### src/rtl/qu_pkg.sv
// Shared types and constants for the instruction fetch stage.
// Contents:
//   PC_INCR        byte increment between sequential fetches
//   FE_ADDR_W/FE_INSTR_W  widths of the default fetch_entry_t
//   fetch_entry_t  {pc, instr} pair stored in the fetch buffer
//   if_state_t     fetch control states
package qu_pkg;

  localparam int unsigned PC_INCR    = 4;
  localparam int unsigned FE_ADDR_W  = 32;
  localparam int unsigned FE_INSTR_W = 32;

  typedef struct packed {
    logic [FE_ADDR_W-1:0]  pc;
    logic [FE_INSTR_W-1:0] instr;
  } fetch_entry_t;

  typedef enum logic [1:0] {
    IF_IDLE,
    IF_RUN,
    IF_DRAIN
  } if_state_t;

endpackage

### src/rtl/instr_fetch_if.sv
// Bus bundle between the fetch stage, instruction memory and decode.
// Signals:
//   imem_req_valid/ready/addr  request channel to instruction memory
//   imem_rsp_valid/data        in-order response channel, no backpressure
//   id_valid/ready/pc/instr    decode handshake
// Modports:
//   master  fetch stage side
//   slave   memory + decode side
interface instr_fetch_if #(
  parameter int unsigned ADDR_WIDTH  = 32,
  parameter int unsigned INSTR_WIDTH = 32
);

  logic                   imem_req_valid;
  logic                   imem_req_ready;
  logic [ADDR_WIDTH-1:0]  imem_req_addr;
  logic                   imem_rsp_valid;
  logic [INSTR_WIDTH-1:0] imem_rsp_data;
  logic                   id_valid;
  logic                   id_ready;
  logic [ADDR_WIDTH-1:0]  id_pc;
  logic [INSTR_WIDTH-1:0] id_instr;

  modport master (
    output imem_req_valid, imem_req_addr,
    input  imem_req_ready, imem_rsp_valid, imem_rsp_data,
    output id_valid, id_pc, id_instr,
    input  id_ready
  );

  modport slave (
    input  imem_req_valid, imem_req_addr,
    output imem_req_ready, imem_rsp_valid, imem_rsp_data,
    input  id_valid, id_pc, id_instr,
    output id_ready
  );

endinterface

### src/rtl/fetch_buffer.sv
// Synchronous FIFO of fetch entries.
// Ports:
//   clk, rst    clock, synchronous active-low reset
//   push        write push_data (caller guarantees a free slot)
//   push_data   entry to store
//   pop         drop the head entry (ignored when empty)
//   flush       empty the FIFO; wins over push, pop in the same cycle is harmless
//   head        current head entry (registered storage)
//   count       number of stored entries
//   full/empty  occupancy flags
module fetch_buffer
  import qu_pkg::*;
#(
  parameter int unsigned DEPTH   = 4,
  parameter type         entry_t = fetch_entry_t,
  localparam int unsigned CW     = $clog2(DEPTH + 1)
) (
  input  logic          clk,
  input  logic          rst,
  input  logic          push,
  input  entry_t        push_data,
  input  logic          pop,
  input  logic          flush,
  output entry_t        head,
  output logic [CW-1:0] count,
  output logic          full,
  output logic          empty
);

  localparam int unsigned PW = $clog2(DEPTH);

  entry_t        r_mem [DEPTH];
  logic [PW-1:0] r_wr;
  logic [PW-1:0] r_rd;
  logic [CW-1:0] r_count;
  logic          w_push;
  logic          w_pop;

  assign w_push = push && !flush;
  assign w_pop  = pop && (r_count != '0);

  always_ff @(posedge clk) begin
    if (!rst) begin
      r_wr    <= '0;
      r_rd    <= '0;
      r_count <= '0;
    end else if (flush) begin
      r_wr    <= '0;
      r_rd    <= '0;
      r_count <= '0;
    end else begin
      if (w_push) r_wr <= r_wr + PW'(1);
      if (w_pop)  r_rd <= r_rd + PW'(1);
      unique case ({w_push, w_pop})
        2'b10:   r_count <= r_count + CW'(1);
        2'b01:   r_count <= r_count - CW'(1);
        default: ;
      endcase
    end
  end

  // Storage is cleared on reset so the head reads as zero until the first write.
  always_ff @(posedge clk) begin
    if (!rst) begin
      for (int unsigned i = 0; i < DEPTH; i++) r_mem[i] <= '0;
    end else if (w_push) begin
      r_mem[r_wr] <= push_data;
    end
  end

  assign head  = r_mem[r_rd];
  assign count = r_count;
  assign full  = (r_count == CW'(DEPTH));
  assign empty = (r_count == '0);

endmodule

### src/rtl/instr_fetch.sv
// Instruction fetch stage: PC generation, in-order instruction memory
// requests, fetch buffering and redirect handling.
// Ports:
//   clk             clock, rising edge
//   rst             synchronous active-low reset
//   if_en           fetch enable from the startup controller
//   redirect_valid  branch/exception redirect
//   redirect_pc     redirect target
//   bus             instr_fetch_if.master: imem request/response + decode handshake
// Build option:
//   QU_IF_BYPASS_EN  response goes straight to decode when the buffer is
//                    empty and decode is ready (0-cycle latency)
module instr_fetch
  import qu_pkg::*;
#(
  parameter int unsigned           ADDR_WIDTH  = 32,
  parameter int unsigned           INSTR_WIDTH = 32,
  parameter logic [ADDR_WIDTH-1:0] RESET_PC    = 32'h0000_0000,
  parameter int unsigned           BUF_DEPTH   = 4
) (
  input  logic                  clk,
  input  logic                  rst,
  input  logic                  if_en,
  input  logic                  redirect_valid,
  input  logic [ADDR_WIDTH-1:0] redirect_pc,
  instr_fetch_if.master         bus
);

  localparam int unsigned CW = $clog2(BUF_DEPTH + 1);
  localparam int unsigned PW = $clog2(BUF_DEPTH);

  typedef struct packed {
    logic [ADDR_WIDTH-1:0]  pc;
    logic [INSTR_WIDTH-1:0] instr;
  } entry_t;

  if_state_t             r_state;
  if_state_t             w_state_nxt;
  logic [ADDR_WIDTH-1:0] r_pc;
  logic [CW-1:0]         r_out;
  logic [CW-1:0]         w_out_nxt;
  logic [ADDR_WIDTH-1:0] r_tag [BUF_DEPTH];
  logic [PW-1:0]         r_tag_wr;
  logic [PW-1:0]         r_tag_rd;

  logic                  w_req_valid;
  logic                  w_req_fire;
  logic                  w_rsp_dec;
  logic                  w_rsp_take;
  logic                  w_bypass;
  logic                  w_push;
  logic                  w_pop;
  logic [CW:0]           w_inflight;
  entry_t                w_push_entry;
  entry_t                w_head;
  logic [CW-1:0]         w_count;
  logic                  w_full;
  logic                  w_empty;

  // Requests are only issued while every in-flight response is guaranteed
  // a buffer slot.
  assign w_inflight  = {1'b0, r_out} + {1'b0, w_count};
  assign w_req_valid = (r_state == IF_RUN) && if_en && !redirect_valid &&
                       (w_inflight < (CW + 1)'(BUF_DEPTH));
  assign w_req_fire  = w_req_valid && bus.imem_req_ready;

  // Any response retires a credit; only responses in RUN outside a redirect
  // cycle carry a live instruction.
  assign w_rsp_dec   = bus.imem_rsp_valid && (r_out != '0);
  assign w_rsp_take  = w_rsp_dec && (r_state == IF_RUN) && !redirect_valid;

  assign bus.imem_req_valid = w_req_valid;
  assign bus.imem_req_addr  = r_pc;

  always_comb begin
    w_out_nxt = r_out;
    unique case ({w_req_fire, w_rsp_dec})
      2'b10:   w_out_nxt = r_out + CW'(1);
      2'b01:   w_out_nxt = r_out - CW'(1);
      default: ;
    endcase
  end

  always_comb begin
    w_state_nxt = r_state;
    unique case (r_state)
      IF_IDLE: begin
        if (if_en) w_state_nxt = IF_RUN;
      end
      IF_RUN: begin
        if (redirect_valid) begin
          if (w_out_nxt != '0) w_state_nxt = IF_DRAIN;
          else if (!if_en)     w_state_nxt = IF_IDLE;
        end else if (!if_en && (r_out == '0)) begin
          w_state_nxt = IF_IDLE;
        end
      end
      IF_DRAIN: begin
        if (w_out_nxt == '0) w_state_nxt = if_en ? IF_RUN : IF_IDLE;
      end
      default: w_state_nxt = IF_IDLE;
    endcase
  end

  always_ff @(posedge clk) begin
    if (!rst) begin
      r_state <= IF_IDLE;
      r_pc    <= RESET_PC;
      r_out   <= '0;
    end else begin
      r_state <= w_state_nxt;
      r_out   <= w_out_nxt;
      if (redirect_valid)  r_pc <= redirect_pc;
      else if (w_req_fire) r_pc <= r_pc + ADDR_WIDTH'(PC_INCR);
    end
  end

  // Tag queue: PC of each live in-flight request, popped by its response.
  // Flushed on redirect; responses still outstanding at that point are
  // dropped in DRAIN without touching it.
  always_ff @(posedge clk) begin
    if (!rst) begin
      r_tag_wr <= '0;
      r_tag_rd <= '0;
    end else if (redirect_valid) begin
      r_tag_wr <= '0;
      r_tag_rd <= '0;
    end else begin
      if (w_req_fire) r_tag_wr <= r_tag_wr + PW'(1);
      if (w_rsp_take) r_tag_rd <= r_tag_rd + PW'(1);
    end
  end

  always_ff @(posedge clk) begin
    if (w_req_fire) r_tag[r_tag_wr] <= r_pc;
  end

  assign w_push_entry = '{pc: r_tag[r_tag_rd], instr: bus.imem_rsp_data};
  assign w_push       = w_rsp_take && !w_bypass && !w_full;
  assign w_pop        = bus.id_valid && bus.id_ready;

  fetch_buffer #(
    .DEPTH   (BUF_DEPTH),
    .entry_t (entry_t)
  ) u_buf (
    .clk       (clk),
    .rst       (rst),
    .push      (w_push),
    .push_data (w_push_entry),
    .pop       (w_pop),
    .flush     (redirect_valid),
    .head      (w_head),
    .count     (w_count),
    .full      (w_full),
    .empty     (w_empty)
  );

`ifdef QU_IF_BYPASS_EN
  // Empty buffer with decode ready: the response is handed over directly
  // and never stored.
  assign w_bypass     = w_rsp_take && w_empty && bus.id_ready;
  assign bus.id_valid = !w_empty || w_bypass;
  assign bus.id_pc    = w_bypass ? r_tag[r_tag_rd] : w_head.pc;
  assign bus.id_instr = w_bypass ? bus.imem_rsp_data : w_head.instr;
`else
  assign w_bypass     = 1'b0;
  assign bus.id_valid = !w_empty;
  assign bus.id_pc    = w_head.pc;
  assign bus.id_instr = w_head.instr;
`endif

endmodule

### src/flat_wrapper.sv
// flat-port wrapper written by rule: the top's interface ports become plain ports
module instr_fetch_flat import qu_pkg::*;
#(
  parameter int unsigned           ADDR_WIDTH  = 32,
  parameter int unsigned           INSTR_WIDTH = 32,
  parameter logic [ADDR_WIDTH-1:0] RESET_PC    = 32'h0000_0000,
  parameter int unsigned           BUF_DEPTH   = 4
)
  (clk, rst, if_en, redirect_valid, redirect_pc, bus_imem_req_valid, bus_imem_req_addr, bus_imem_req_ready, bus_imem_rsp_valid, bus_imem_rsp_data, bus_id_valid, bus_id_pc, bus_id_instr, bus_id_ready);
  instr_fetch_if #(.ADDR_WIDTH(ADDR_WIDTH), .INSTR_WIDTH(INSTR_WIDTH)) bus_i ();
  input  logic clk;
  input  logic rst;
  input  logic if_en;
  input  logic redirect_valid;
  input  logic [ADDR_WIDTH-1:0] redirect_pc;
  output wire logic [$bits(bus_i.imem_req_valid)-1:0] bus_imem_req_valid;
  output wire logic [$bits(bus_i.imem_req_addr)-1:0] bus_imem_req_addr;
  input wire logic [$bits(bus_i.imem_req_ready)-1:0] bus_imem_req_ready;
  input wire logic [$bits(bus_i.imem_rsp_valid)-1:0] bus_imem_rsp_valid;
  input wire logic [$bits(bus_i.imem_rsp_data)-1:0] bus_imem_rsp_data;
  output wire logic [$bits(bus_i.id_valid)-1:0] bus_id_valid;
  output wire logic [$bits(bus_i.id_pc)-1:0] bus_id_pc;
  output wire logic [$bits(bus_i.id_instr)-1:0] bus_id_instr;
  input wire logic [$bits(bus_i.id_ready)-1:0] bus_id_ready;
  assign bus_imem_req_valid = bus_i.imem_req_valid;
  assign bus_imem_req_addr = bus_i.imem_req_addr;
  assign bus_i.imem_req_ready = bus_imem_req_ready;
  assign bus_i.imem_rsp_valid = bus_imem_rsp_valid;
  assign bus_i.imem_rsp_data = bus_imem_rsp_data;
  assign bus_id_valid = bus_i.id_valid;
  assign bus_id_pc = bus_i.id_pc;
  assign bus_id_instr = bus_i.id_instr;
  assign bus_i.id_ready = bus_id_ready;
  instr_fetch #(.ADDR_WIDTH(ADDR_WIDTH), .INSTR_WIDTH(INSTR_WIDTH), .RESET_PC(RESET_PC), .BUF_DEPTH(BUF_DEPTH)) u_core (.clk(clk), .rst(rst), .if_en(if_en), .redirect_valid(redirect_valid), .redirect_pc(redirect_pc), .bus(bus_i));
endmodule
### config.mk
export PLATFORM = sky130hd
export DESIGN_NAME = instr_fetch_flat
export DESIGN_NICKNAME = d
export VERILOG_FILES = /design/src/rtl/qu_pkg.sv /design/src/rtl/instr_fetch_if.sv /design/src/rtl/fetch_buffer.sv /design/src/rtl/instr_fetch.sv /design/src/flat_wrapper.sv
export SDC_FILE = /design/constraint.sdc
export NUM_CORES = 1
export LEC_CHECK = 0
export ABC_AREA = 1
export BUFFER_PORTS_ARGS = -buffer_cell sky130_fd_sc_hd__buf_2
export CAP_MARGIN = 15
export CELL_PAD_IN_SITES_DETAIL_PLACEMENT = 2
export CELL_PAD_IN_SITES_GLOBAL_PLACEMENT = 2
export CORE_MARGIN = 4
export CORE_UTILIZATION = 35
export DETAILED_ROUTE_END_ITERATION = 6
export GPL_TIMING_DRIVEN = 1
export PLACE_DENSITY = 0.74
export REMOVE_ABC_BUFFERS = 1
export SETUP_SLACK_MARGIN = 0.5
export SYNTH_ARGS = -nofsm -noshare
export SYNTH_HDL_FRONTEND = slang
export SYNTH_HIERARCHICAL = 1
export SYNTH_SLANG_ARGS = --single-unit
### constraint.sdc
create_clock -name clk -period 6.7 [get_ports clk]
set_input_delay 1.005 -clock clk [delete_from_list [all_inputs] [get_ports clk]]
set_output_delay 1.005 -clock clk [all_outputs]
set_load 0.01 [all_outputs]
### After elaboration in Yosys (flattened, before gate mapping)

Memories as Yosys holds them, arrays and structs flattened. A register that Yosys moved wholly into a read port is not among the register bits.
Index checks and enable logic that the tools add are counted.

| word-level totals | value |
|---|---|
| register bits | 48 |
| memories | 2 |
| ROM bits | 0 |
| output and inout port bits | 98 |
| input port bits | 71 |
| memory bits (writable) | 384 |
| logic and storage cells | 86 |
| latch bits | 0 |

Memories:

| memory | depth | width | read ports | clocked after memory_dff | wr ports | line | source |
|---|---|---|---|---|---|---|---|
| u_core.u_buf.r_mem | 4 | 64 | 1 | 1 | 4 | fetch_buffer.sv:32 | `entry_t r_mem [DEPTH];` |
| u_core.r_tag | 4 | 32 | 1 | 1 | 1 | instr_fetch.sv:42 | `logic [ADDR_WIDTH-1:0] r_tag [BUF_DEPTH];` |

| cells by class | value |
|---|---|
| equal/unequal tests | 11 |
| shift-type cells | 0 |
| reductions and logical operators | 28 |
| divide/modulo/power cells | 0 |
| muxes and demuxes | 25 |
| $lt $le $gt $ge | 1 |
| multiply operators | 0 |
| bitwise operators | 1 |
| $add $sub $neg | 10 |

Operators by type and width:

| kind | number |
|---|---|
| 2-to-1 mux 32 bit | 2 |
| 2-to-1 mux 64 bit | 1 |
| OR reduction 64 bit | 1 |
| adder 32 x 3 -> 32 bit, second input constant | 1 |
| 2-to-1 mux 2 bit | 11 |
| logical AND 1 bit | 12 |
| case mux 3 bit (2 select lines) | 2 |
| logical NOT 3 bit | 3 |
| nonzero test 3 bit | 3 |
| adder 2 x 1 -> 2 bit, second input constant | 4 |
| 2-to-1 mux 1 bit | 8 |
| adder 3 x 1 -> 3 bit, second input constant | 2 |
| equality test 2 x 1 -> 1 bit, second input constant | 3 |
| equality test 2 bit, second input constant | 3 |
| case mux 2 bit (3 select lines) | 1 |
| subtractor 3 x 1 -> 3 bit, second input constant | 2 |
| adder 3 x 3 -> 4 bit | 1 |
| logical NOT 1 bit | 4 |
| less-than comparator 4 x 3 -> 1 bit, second input constant | 1 |
| != test 4 bit, second input constant | 1 |
| AND reduction 4 bit | 1 |
| nonzero test 2 bit | 2 |
| equality test 3 bit, second input constant | 1 |
| != test 3 bit, second input constant | 1 |
| other kinds (5) | 5 |

### Logic depth before layout (Yosys ltp)

| logic depth | value |
|---|---|
| depth after elaboration | 11 |
| depth in mapped cells | 19 |

### Cells and area by module

Netlist, hierarchy kept.

By module, submodules not included:

| module | cells each | times used | seq. area each (um^2) | area each (um^2) |
|---|---|---|---|---|
| fetch_buffer | 1036 | 1 | 7867.5 | 11373.4 |
| instr_fetch | 793 | 1 | 4704.5 | 7617.3 |

### Worst setup path after synthesis

OpenSTA, ideal clock, no wires.

| timing path | value |
|---|---|
| path type | input to register |
| from | input redirect_valid |
| to | memory u_core/u_buf/r_mem[1][0] (netlist name) (enable) |
| data required time | 6.126 ns |
| stages on the path | 6 |
| setup slack | -0.028 ns |
| arrival | 6.153 ns |
| path through | buf_6 > inv_6 > nand3_4 > nor3_1 > nand2_1 > o21ai_0 |

RTL lines:

| item | line | source |
|---|---|---|
| from (decl) | flat_wrapper.sv:14 | `input logic redirect_valid;` |
| to (decl) | fetch_buffer.sv:32 |  |

==> key figures <==
Status
  – Status: completed

Job
  – Maxcap violations: 0

Yosys
  – Synth cell types: 42
  – Warnings from Yosys: 6
  – Largest family of logic cells by synthesized area: simple AND/OR/NAND/NOR gates
  – XOR/XNOR share of the synthesized area: 0.415%
  – Synth Instances: 1,829
  – Adder-Cell Fraction of Synth Area: 0.804%
  – Yosys reg bits: 436
  – Syn avg cell area: 10.4 sq um
  – Post-synthesis simple-gate area fraction: 16.8%
  – Compound-Gate Fraction of Synth Area: 10.1%
  – Post-Syn Area: 19,000 sq um
  – Post-synthesis mux area share: 0%
  – Sequential area share after synthesis: 66.2%

Clock tree
  – Cts bufs inserted: 49
  – Post-CTS Hold Buffers: 0
  – Reg clk slew, reported paths: 60 ps
  – H-tree lvl count: 2
  – Clock Sinks: 436
  – Worst skew pair latency: 580 ps
  – Post-CTS Setup Bufs: 0
  – Cts repair resizes: 0
  – Clock buffer depth: 3
  – Root buf cell: clkbuf_16
  – CTS tree: done

Detailed routing
  – 1st-iter DRT viols: 806
  – Post-route DRC: 0
  – Via count: 14,200
  – WL final: 62,200 um
  – Top layer reached by signal wires: met4
  – Post-DR wirelength/cell: 23.0 um
  – Routed wl met3: 2210 um
  – Vias per cell: 5.27
  – Routed Antenna Nets: 0
  – Drt pass-1 iters: 5
  – WL met2: 32,400 um
  – Met1 WL: 26,600 um

Final layout
  – Nets: 2,054
  – Syn-to-layout area delta: 15.6%
  – N_diodes: 0
  – Most frequent cells in the layout: 448 x nor2_1, 384 x edfxtp_1, 225 x nand2_1, 204 x o21ai_0, 168 x buf_2
  – Layout cells sized above 1: 16.3%
  – Commonest non-fill, non-tap cell in the layout: nor2_1
  – Final Cell Area: 21,900 sq um

Floorplanning
  – DIE AREA: 58,000 sq um
  – Initial core utilization: 35.3%
  – # rows: 85
  – DIE WIDTH: 241 um
  – Core area: 53,800 sq um
  – Ports: 169
  – Die Y: 241 um

Placement
  – Dpl hpwl: 37,700 um
  – Placement Cell Area: 20,400 sq um
  – Final GP Congestion: 0.770
  – Port bufs: 168

Worst setup path
  – Setup crit end: bus_id_pc[9]
  – Slowest cell delay on critical path: 800 ps
  – Cells on worst reg2reg path: 9
  – CP Class: reg -> out
  – R2R setup slack: 3580 ps
  – Worst EP required: 5690 ps
  – Crit-path cells: inv_4 -> buf_4 -> o21ai_0 -> o22ai_1 -> buf_2
  – Startpoint class of the critical path: flip-flop
  – R2R Path End: u_core/u_buf/r_mem[2][37]
  – Crit Path Max Fanout: 91
  – Crit end category: output port
  – Reg2reg start: u_core/r_out[1]
  – Arr. time, crit path: 3230 ps
  – Slowest-stage cell, CP: inv_4

Timing
  – Fin. max-slew vios: 0
  – Tcrit/Tclk final: 63.1%
  – Worst slew margin: 23.0%
  – Final setup viols: 0
  – Hold Vio Cnt, Final: 0
  – Worst-Margin Slew: 1150 ps
  – Clk_skew: 16.5 ps
  – Setup TNS: 0 ps
  – RSZ-0062 raised after global routing: false
  – Min Tclk post-route: 4230 ps
  – Fmax: 0.236 GHz

GRT
  – Vias in the first global route: 16,000
  – Grt ovf: 0
  – Gr usage total: 21.2%
  – Largest net degree at the start of global routing: 92
  – Initial antenna violation count: 0
  – First-pass GRT wire length: 94,200 um

Hold path
  – Hold/Removal Path Class: reg -> reg

Pwr
  – Power density over the cells: 267 nW/um^2
  – Overall Power: 5.87 mW
  – Pleak: 8.56 nW
  – Worst vdd rail ir drop: 0.170 mV
==> power by group <==
group / internal, mW / total, mW / leakage [nW] / switching, mW
clock: 1.48 / 2.56 / 0.736 / 1.08
sequential: 3.02 / 3.08 / 4.24 / 0.0593
combinational: 0.0697 / 0.226 / 3.58 / 0.156
==> metrics by stage <==
step           std cells  hold WS [ps]  setup slack (ps)  util [%]
6_report            2702           488              2470      40.8
5_1_grt             2702           528              2240      40.8
4_1_cts             2701           488              2330      40.7
3_5_place_dp        2616           473              2630      38.0
3_3_place_gp        2616           454              2740      38.0
2_1_floorplan       1730           436              44.1         -
==> metal layers <==
| metal | GRT usage (%) | vias to the layer above |
|---|---|---|
| met4 | 5.08 | 0 |
| met5 | 0 | - |
| li1 | - | 6501 |
| met2 | 39.3 | 271 |
| met3 | 3.17 | 70 |
| met1 | 26.1 | 7385 |
==> cells in the mapped netlist <==
cell | count | area share (%)
a211oi_1 | 1 | 0.040
a21oi_1 | 26 | 0.69
a22o_1 | 2 | 0.092
a31oi_1 | 6 | 0.20
and2_1 | 1 | 0.033
buf_1 | 6 | 0.12
buf_12 | 1 | 0.11
buf_2 | 29 | 0.76
buf_4 | 3 | 0.12
buf_6 | 8 | 0.47
buf_8 | 1 | 0.079
clkbuf_1 | 49 | 0.97
clkbuf_2 | 2 | 0.053
clkinv_1 | 1 | 0.020
dfxtp_1 | 52 | 5.5
edfxtp_1 | 384 | 61
fa_1 | 2 | 0.21
ha_1 | 9 | 0.59
inv_1 | 143 | 2.8
inv_2 | 4 | 0.079
inv_4 | 1 | 0.033
inv_6 | 1 | 0.046
nand2_1 | 228 | 4.5
nand2_2 | 15 | 0.49
nand2_4 | 10 | 0.59
nand3_1 | 32 | 0.84
nand3_2 | 3 | 0.16
nand3_4 | 2 | 0.18
nand4_1 | 3 | 0.099
nand4_2 | 1 | 0.066
nor2_1 | 452 | 8.9
nor2_2 | 14 | 0.46
nor2_4 | 5 | 0.30
nor3_1 | 4 | 0.11
nor3_2 | 1 | 0.053
o211ai_1 | 1 | 0.040
o21ai_0 | 206 | 5.4
o21ai_1 | 13 | 0.34
o21bai_1 | 2 | 0.079
o22ai_1 | 96 | 3.2
xnor2_1 | 3 | 0.14
xor2_1 | 6 | 0.28
==> area by class of cell <==
type                            count  area, sq um
Inverter                          150          573
Clock buffer                       59         1290
Clock inverter                     26          204
Fill cell                        5714        31900
Timing Repair Buffer              191         1030
Multi-Input combinational cell   1144         5400
Sequential cell                   436        12600
Tap cell                          696          871
==> registers in the layout, indices dropped and copies added (netlist names), named ones only <==
name,count
u_core/u_buf/count,3
u_core/r_out,3
u_core/r_state,2
u_core/u_buf/r_rd,2
u_core/bus.imem_req_addr,32
u_core/u_buf/r_wr,2
u_core/r_tag,128
u_core/u_buf/r_mem,256
u_core/r_tag_rd,2
u_core/r_tag_wr,2
==> worst min-delay path by stage <==
stage	startpoint	cells past startpoint	to	slack, ps
5_1_grt	u_core/r_tag_rd[1]	2	u_core/r_tag_rd[1]	530
2_1_floorplan	u_core/r_tag_rd[1]	2	flip-flop	440
3_5_place_dp	u_core/r_tag_rd[0]	1	u_core/r_tag_rd[0]	470
6_report	u_core/r_tag_rd[0]	1	u_core/r_tag_rd[0]	490
3_3_place_gp	u_core/r_tag_rd[1]	2	u_core/r_tag_rd[1]	450
4_1_cts	u_core/r_tag_rd[0]	1	u_core/r_tag_rd[0]	490
==> critical path: cells and delay by family, from the launching register on <==
| kind | cells | cell delay [ps] |
|---|---|---|
| flops | 1 | 560 |
| compound gates | 2 | 470 |
| buf+inv | 3 | 1560 |
==> cell families (layout without fill, tap and decap cells) <==
group / Yosys count / in the layout
and+or+nand+nor: 771 / 771
DFF: 436 / 436
AOI/OAI and AO/OA: 353 / 353
buffers and inverters: 249 / 426
adders and majority gates: 11 / 11
xor gates and xnor gates: 9 / 9
Power figures use the tool's default switching activity.
